[src/rtl/fp_sweep_sequencer.sv]
// Segment-table sweep sequencer for the fp_counter ramp generator. Each segment
// issues len step_en pulses at the prescaled tick rate, running once or looping.
module fp_sweep_sequencer #(
  parameter int NSEG  = 8,
  parameter int LEN_W = 16,
  parameter int PRE_W = 16,
  localparam int SEG_W = $clog2(NSEG)
) (
  input  logic             clk,
  input  logic             rst_n,
  input  logic             start,
  input  logic             abort,
  input  logic             loop_en,
  input  logic [SEG_W-1:0] last_seg,
  input  logic [PRE_W-1:0] prescale,
  input  logic             tbl_we,
  input  logic [SEG_W-1:0] tbl_addr,
  input  logic [8+LEN_W-1:0] tbl_wdata,
  output logic             ctr_clr,
  output logic [7:0]       step,
  output logic             step_en,
  output logic             busy,
  output logic             done,
  output logic [SEG_W-1:0] seg_idx
);

  typedef enum logic [1:0] {IDLE, CLEAR, RUN} state_t;
  typedef struct packed {
    logic [LEN_W-1:0] len;
    logic [7:0]       step;
  } seg_t;

  state_t           state, state_nxt;
  seg_t             tbl [NSEG];
  logic [PRE_W-1:0] pre_q, presc_cnt;
  logic [SEG_W-1:0] last_q;
  logic [LEN_W-1:0] seg_cnt, cur_len;
  logic [7:0]       cur_step;
  logic             tick, seg_end, is_last;

  assign tick    = (presc_cnt == pre_q);
  assign is_last = (seg_idx == last_q);
  // a zero-length segment ends on its first RUN cycle without a pulse
  assign seg_end = (state == RUN) &&
                   ((cur_len == '0) || (tick && (seg_cnt == cur_len - LEN_W'(1))));
  assign step    = cur_step;

  always_ff @(posedge clk) begin
    if (!rst_n) state <= IDLE;
    else        state <= state_nxt;
  end

  always_comb begin
    state_nxt = state;
    case (state)
      IDLE:    if (start && !abort) state_nxt = CLEAR;
      CLEAR:   state_nxt = abort ? IDLE : RUN;
      RUN:     if (abort || (seg_end && is_last && !loop_en)) state_nxt = IDLE;
      default: state_nxt = IDLE;
    endcase
  end

  always_comb begin
    ctr_clr = (state == CLEAR);
    busy    = (state == CLEAR) || (state == RUN);
    step_en = (state == RUN) && tick && (cur_len != '0);
  end

  always_ff @(posedge clk) begin
    if (!rst_n) begin
      for (int i = 0; i < NSEG; i++) tbl[i] <= '0;
      pre_q     <= '0;
      last_q    <= '0;
      presc_cnt <= '0;
      seg_cnt   <= '0;
      seg_idx   <= '0;
      cur_len   <= '0;
      cur_step  <= '0;
      done      <= 1'b0;
    end else begin
      if (tbl_we) tbl[tbl_addr] <= seg_t'(tbl_wdata);
      done <= 1'b0;
      case (state)
        IDLE: if (start && !abort) begin
          pre_q  <= prescale;
          last_q <= last_seg;
        end
        CLEAR: if (!abort) begin
          seg_idx   <= '0;
          cur_len   <= tbl[0].len;
          cur_step  <= tbl[0].step;
          presc_cnt <= '0;
          seg_cnt   <= '0;
        end
        RUN: if (!abort) begin
          if (seg_end) begin
            presc_cnt <= '0;
            seg_cnt   <= '0;
            if (!is_last) begin
              seg_idx  <= seg_idx + SEG_W'(1);
              cur_len  <= tbl[seg_idx + SEG_W'(1)].len;
              cur_step <= tbl[seg_idx + SEG_W'(1)].step;
            end else if (loop_en) begin
              seg_idx  <= '0;
              cur_len  <= tbl[0].len;
              cur_step <= tbl[0].step;
            end else begin
              done <= 1'b1;
            end
          end else begin
            presc_cnt <= tick ? '0 : presc_cnt + PRE_W'(1);
            if (step_en) seg_cnt <= seg_cnt + LEN_W'(1);
          end
        end
        default: ;
      endcase
    end
  end

endmodule
[config.mk]
export PLATFORM = sky130hd
export DESIGN_NAME = fp_sweep_sequencer
export DESIGN_NICKNAME = d
export VERILOG_FILES = /design/src/rtl/fp_sweep_sequencer.sv
export SDC_FILE = /design/constraint.sdc
export NUM_CORES = 1
export LEC_CHECK = 0
export ABC_AREA = 1
export BUFFER_PORTS_ARGS = -buffer_cell sky130_fd_sc_hd__buf_2
export CAP_MARGIN = 20
export CELL_PAD_IN_SITES_DETAIL_PLACEMENT = 1
export CELL_PAD_IN_SITES_GLOBAL_PLACEMENT = 2
export CORE_MARGIN = 1
export CORE_UTILIZATION = 30
export DETAILED_ROUTE_END_ITERATION = 10
export PLACE_DENSITY_LB_ADDON = 0.25
export SYNTH_ARGS = -nofsm -noshare
export SYNTH_HDL_FRONTEND = slang
export SYNTH_SLANG_ARGS = --single-unit
[constraint.sdc]
create_clock -name clk -period 2.06 [get_ports clk]
set_input_delay 0 -clock clk [delete_from_list [all_inputs] [get_ports clk]]
set_output_delay 0 -clock clk [all_outputs]
set_load 0.01 [all_outputs]
After elaboration in Yosys (flattened, before gate mapping)
Memories as Yosys holds them, arrays and structs flattened. Cells that the tools add are included.

Register bits: 81. RAM bits: 192. Input port bits: 52. Logic and storage cells: 92. Memories kept: 1.

Memories: tbl (words 8, width 24, rd ports 2, clocked after memory_dff 0, wr ports 8, line 34) `seg_t tbl [NSEG];`.

Add/subtract/negate cells: 4. Equal/unequal tests: 12. Muxes and demuxes: 39. Bitwise gates (word level): 4. Reduce and logical (&&, ||, !) cells: 23.

Operators with widths (count): $mux 16 (12); $pmux 16 s2 (3); $mux 8 (5); $add 16x1->16 const B (2); $eq 16x16->1 (2); $mux 24 (1); $reduce_or 24->1 (1); $mux 3 (6); $logic_not 16->1 (1); $pmux 8 s2 (1); $reduce_bool 16->1 (1); $sub 16x1->16 const B (1); $ne 2x2->1 const B (5); $logic_and 1x1->1 (7); $mux 1 (6); $mux 2 (3); $ne 3x3->1 const B (2); $pmux 2 s3 (1); $pmux 3 s2 (1); $reduce_and 5->1 (1); $reduce_or 5->1 (1); $not 1->1 (4); $reduce_and 2->1 (2); $reduce_and 4->1 (1); 9 further kinds (12).

Longest topological paths before layout
Depth after elaboration: 10. Mapped depth: 18. Gate-level depth less buffers: 17.

Least setup slack after synthesis
No wires, ideal clock.

Path kind: reg-to-reg. Start point: reg cur_len[0]. End point: reg seg_idx[2]. Library setup time: 0.132 ns. Data arrival time: 1.850 ns. Slack: 0.078 ns. Cell stages (with the launch flop): 15. Path buffers: 1. Cells stage by stage: dfxtp_1 > inv_1 > ha_1 > nand2_2 > nor2_4 > nand3_2 > nand2_1 > nand2_1 > nor2_1 > nand3_2 > nor2_4 > nor2_8 > buf_4 > o21ai_0 > a21oi_1.

Longest elaborated chain between the ends: 7.

Ends and longest elaborated chain: start: declaration (line 37) `logic [LEN_W-1:0] seg_cnt, cur_len;`; start signal: assignment (line 90) `cur_len <= tbl[0].len;`; start signal: assignment (line 101) `cur_len <= tbl[seg_idx + SEG_W'(1)].len;`; start signal: assignment (line 105) `cur_len <= tbl[0].len;`; $sub 16x1->16 (line 45) `((cur_len == '0) || (tick && (seg_cnt == cur_len - LEN_W'(1))));`; $eq 16x16->1 (line 45); $logic_and 1x1->1 (line 45); $logic_or 1x1->1 (*) (line 45); $logic_and 1x1->1 (*) (line 44) `assign seg_end = (state == RUN) &&`; $ne 2x2->1 (no line) (*); $reduce_and 5->1 (no line) (*); end signal: assignment (line 100) `seg_idx <= seg_idx + SEG_W'(1);`; end: declaration (line 24) `output logic [SEG_W-1:0] seg_idx`.

Mark *: on every way between the ends. The rest lies on a longest branch, timed or not. A chain may end at the register's enable or synchronous reset.

Worst setup path after layout
Start point: reg cur_len[0]. End point: reg cur_step[4], in the netlist step[4].

Longest elaborated chain between the ends: 7.

Ends and longest elaborated chain: $sub 16x1->16 (line 45); $eq 16x16->1 (line 45); $logic_and 1x1->1 (line 45); $logic_or 1x1->1 (*) (line 45); $logic_and 1x1->1 (*) (line 44); $ne 2x2->1 (no line) (*); $reduce_and 5->1 (no line) (*); end signal: assignment (line 91) `cur_step <= tbl[0].step;`; end signal: assignment (line 102) `cur_step <= tbl[seg_idx + SEG_W'(1)].step;`; end signal: assignment (line 106) `cur_step <= tbl[0].step;`; end: declaration (line 38) `logic [7:0] cur_step;`.

Marks and branches as above.

==> out/qor.txt <==
Slew Limit Fails -> 0
Synth Area in XOR/XNOR -> 0.0266
sw power -> 4.13 mW
TritonCTS buffer count -> 35
routability-driven placement congestion ratio -> 0.763
R2R Setup Slk -> -0.08 ns
HPWL Detailed -> 27.8 mm
synthesized area per cell -> 8.51 um^2
Cell variety after synth -> 39
die span in y -> 212 um
flops & latches, synth -> 273
Sw Ratio -> 0.281
CP Launch Type -> flop
outcome -> complete, but fails checks
Post-synth EDFFs -> 192
Clock transition at path regs -> 0.06 ns
f_max -> 0.467 GHz
CP endpoint kind -> flop
Commonest cells post-synth -> 449 x nor2_1, 205 x nand2_1, 192 x edfxtp_1, 139 x o21ai_0, 99 x inv_1
top-area cell type share of the netlist area -> 0.437
Sequential Power Share -> 0.437
WP data arrival -> 2.57 ns
Net Count, Synth -> 1,610
CP Class -> flop to flop
Antenna Cells -> 0
top_reg_cell synth -> edfxtp_1
max cap viols -> 0
Reg-to-Reg Start -> cur_len[0]
Post-Layout Cell Count -> 2,390
largest net degree at the start of global routing -> 42
WL per Instance -> 17.6 um
Rel. slew slack -> 0.603
# setup viols final -> 26
All-Layer GR Usage -> 0.193
CTS tree -> yes
Cell Area, Placed -> 0.0152 mm^2
global-route wire length before repair -> 66.6 mm
initial core utilization -> 0.305
Final Skew -> 0.0107 ns
worst hold path type -> primary input to flop
Rows -> 76
DRC violations left -> 0
violated checks -> setup timing
drt first pass iters -> 4
Synth Area in Compound Gates -> 0.116
Vias/cell -> 4.81
sequential-to-total area share from yosys stat -> 0.560
Overflow after GRT -> 0
Tot Pwr -> 14.7 mW
final worst-path cycle share -> 1.04
worst slew pin tran -> 0.595 ns
drt total wl -> 42.0 mm
largest family of logic cells by synthesized area -> simple AND/OR/NAND/NOR gates
drt initial violations -> 514
port bufs -> 66
worst r2r dst -> step[4]
RSZ-0062 raised after global routing -> true
clk root buf -> clkbuf_16
Syn Inst Count -> 1,551
hold slack -> 0.0173 ns
Post-Synth Adder-Cell Area -> 0.00664
Final Worst Setup Slack -> -0.0796 ns
post-synthesis cell area -> 0.0132 mm^2
post-synthesis async set-or-reset flop share -> 0
io pins -> 67
Final Hold Fails -> 0
power density cells -> 840 mW/mm^2
setup TNS -> -0.744 ns
Final Critical Period -> 2.14 ns
number of global-route vias before repair -> 12,079
P&R area growth vs syn -> 32.7%
clock latency on the worst-skew pair -> 0.54 ns
clock power share -> 0.382
Area contributors post-synth -> edfxtp_1 44%, nor2_1 13%, dfxtp_1 12%
die width -> 212 um
Ys Warns -> 0
mux share of post-synthesis cell area -> 0
Pleak -> 6.93 nW
CP max FO -> 8
Post-Synth Simple-Gate Area -> 0.231
Final ANT Viol Nets -> 0
via count -> 11,485
post-route cell area -> 0.0175 mm^2
Final #Nets -> 1,844
reg2reg path depth -> 15
proportion of layout cells with a drive suffix above 1 -> 0.239
Peak VDD IR -> 0.000459 V
most common cell in the synthesized netlist -> nor2_1
Critical Path RT -> 2.49 ns
Core Region -> 0.0433 mm^2
Synth area leader -> edfxtp_1
DP Cell Count -> 2,274
crit path from -> cur_len[0]
Clock Sinks -> 273
cell internal pwr -> 10.6 mW
logic gate share of total power -> 0.181
antenna violations before repair -> 0
Max Root-Sink Buffers -> 3
crit path capture -> step[4]
H-tree lvl count -> 2
die area -> 0.0448 mm^2
-- per-stage QoR --
stage           util  setup slack (ns)
6_report       0.405           -0.0796
5_1_grt        0.405            -0.235
4_1_cts        0.394            -0.115
3_5_place_dp   0.352            -0.210
3_3_place_gp   0.352            -0.154
2_1_floorplan      -            0.0777
-- cells in the final DEF, fill, tap and decap left out, types with 7 or more instances in the layout --
cell type      count
a21oi_1           68
a21oi_2           18
a31oi_1           24
buf_12            13
buf_2             65
buf_4            135
buf_6             13
clkbuf_1           7
clkbuf_16         36
clkinv_1          10
dfxtp_1           56
dfxtp_2           23
dlygate4sd3_1     45
edfxtp_1         192
inv_1             91
inv_2             10
nand2_1          200
nand3_1           27
nand3_2           24
nand4_1           11
nor2_1           421
nor2_2            21
nor2_4            16
o21a_1             8
o21ai_0          134
o21ai_1           12
o22ai_1           21
xnor2_1            7
xor2_1            25
xor2_2             7
-- worst min path at each step --
| stage | start | end | slack, ns | cells past startpoint |
|---|---|---|---|---|
| 3_5_place_dp | abort | done | 0.24 | 2 |
| 5_1_grt | tbl_wdata[14] | tbl[6][14] | 0.01 | 3 |
| 4_1_cts | tbl_wdata[14] | tbl[5][14] | 0.005 | 3 |
| 2_1_floorplan | abort | done | 0.08 | 1 |
| 6_report | tbl_wdata[14] | tbl[5][14] | 0.02 | 3 |
| 3_3_place_gp | abort | done | 0.24 | 2 |
-- worst max-delay path, stage by stage (launching register included) --
cell	delay [ns]
dfxtp_2	0.32
inv_2	0.07
ha_4	0.17
nand2_4	0.07
nor2_4	0.18
nand2_1	0.09
xor2_1	0.17
nor2_2	0.05
nand2_2	0.09
nor2_4	0.05
nor2_8	0.18
clkinv_8	0.14
buf_12	0.17
buf_6	0.12
a21oi_2	0.10
nor2_1	0.04
-- cells by family after synthesis --
kind of cell,count (synthesis)
xor+xnor,40
fa+ha+maj,7
flops,273
buf+inv,188
compound gates,290
simple gates,753
-- final cells by class --
class	count	area [um^2]
clock inverter	15	113
fill	5000	25800
clock buffer	42	902
multi-input combinational	1092	5600
inverter	105	419
timing repair buffer	277	2310
sequential	273	7420
timing repair inverter	1	6.26
tap	585	732
-- sequential cells by signal, indices dropped and copies added, names as in the netlist --
signal / cells
presc_cnt: 16
pre_q: 16
state: 2
seg_cnt: 16
tbl: 192
cur_len: 16
last_q: 3
step: 8
done: 1
seg_idx: 3
-- timing repair --
action                                 in CTS  in global routing
cloned                                      4                  1
hold buffers                               45                  0
endpoints found under the hold margin     206                  0
pin swaps                                  28                 51
setup endpoints to repair                  62                 63
setup buffers                               6                  4
resized for setup                          83                106
-- per-layer routing --
metal | global-route usage | part of all wire
met2 | 0.328 | 0.48
met4 | 0.0450 | 0.015
met3 | 0.0332 | 0.032
met5 | 0 | 0
met1 | 0.254 | 0.47
-- power groups by stage --
| stage | logic (mW) | clock network (mW) | registers, mW |
|---|---|---|---|
| 6_report | 2.67 | 5.62 | 6.42 |
| 5_1_grt | 2.96 | 5.98 | 6.46 |
| 3_5_place_dp | 2.23 | 0 | 6.52 |
| 3_3_place_gp | 2.20 | 0 | 6.51 |
| 4_1_cts | 2.52 | 5.77 | 6.42 |
| 2_1_floorplan | 1.35 | 0 | 6.48 |
Note: power is estimated with default switching activity, not from simulation.
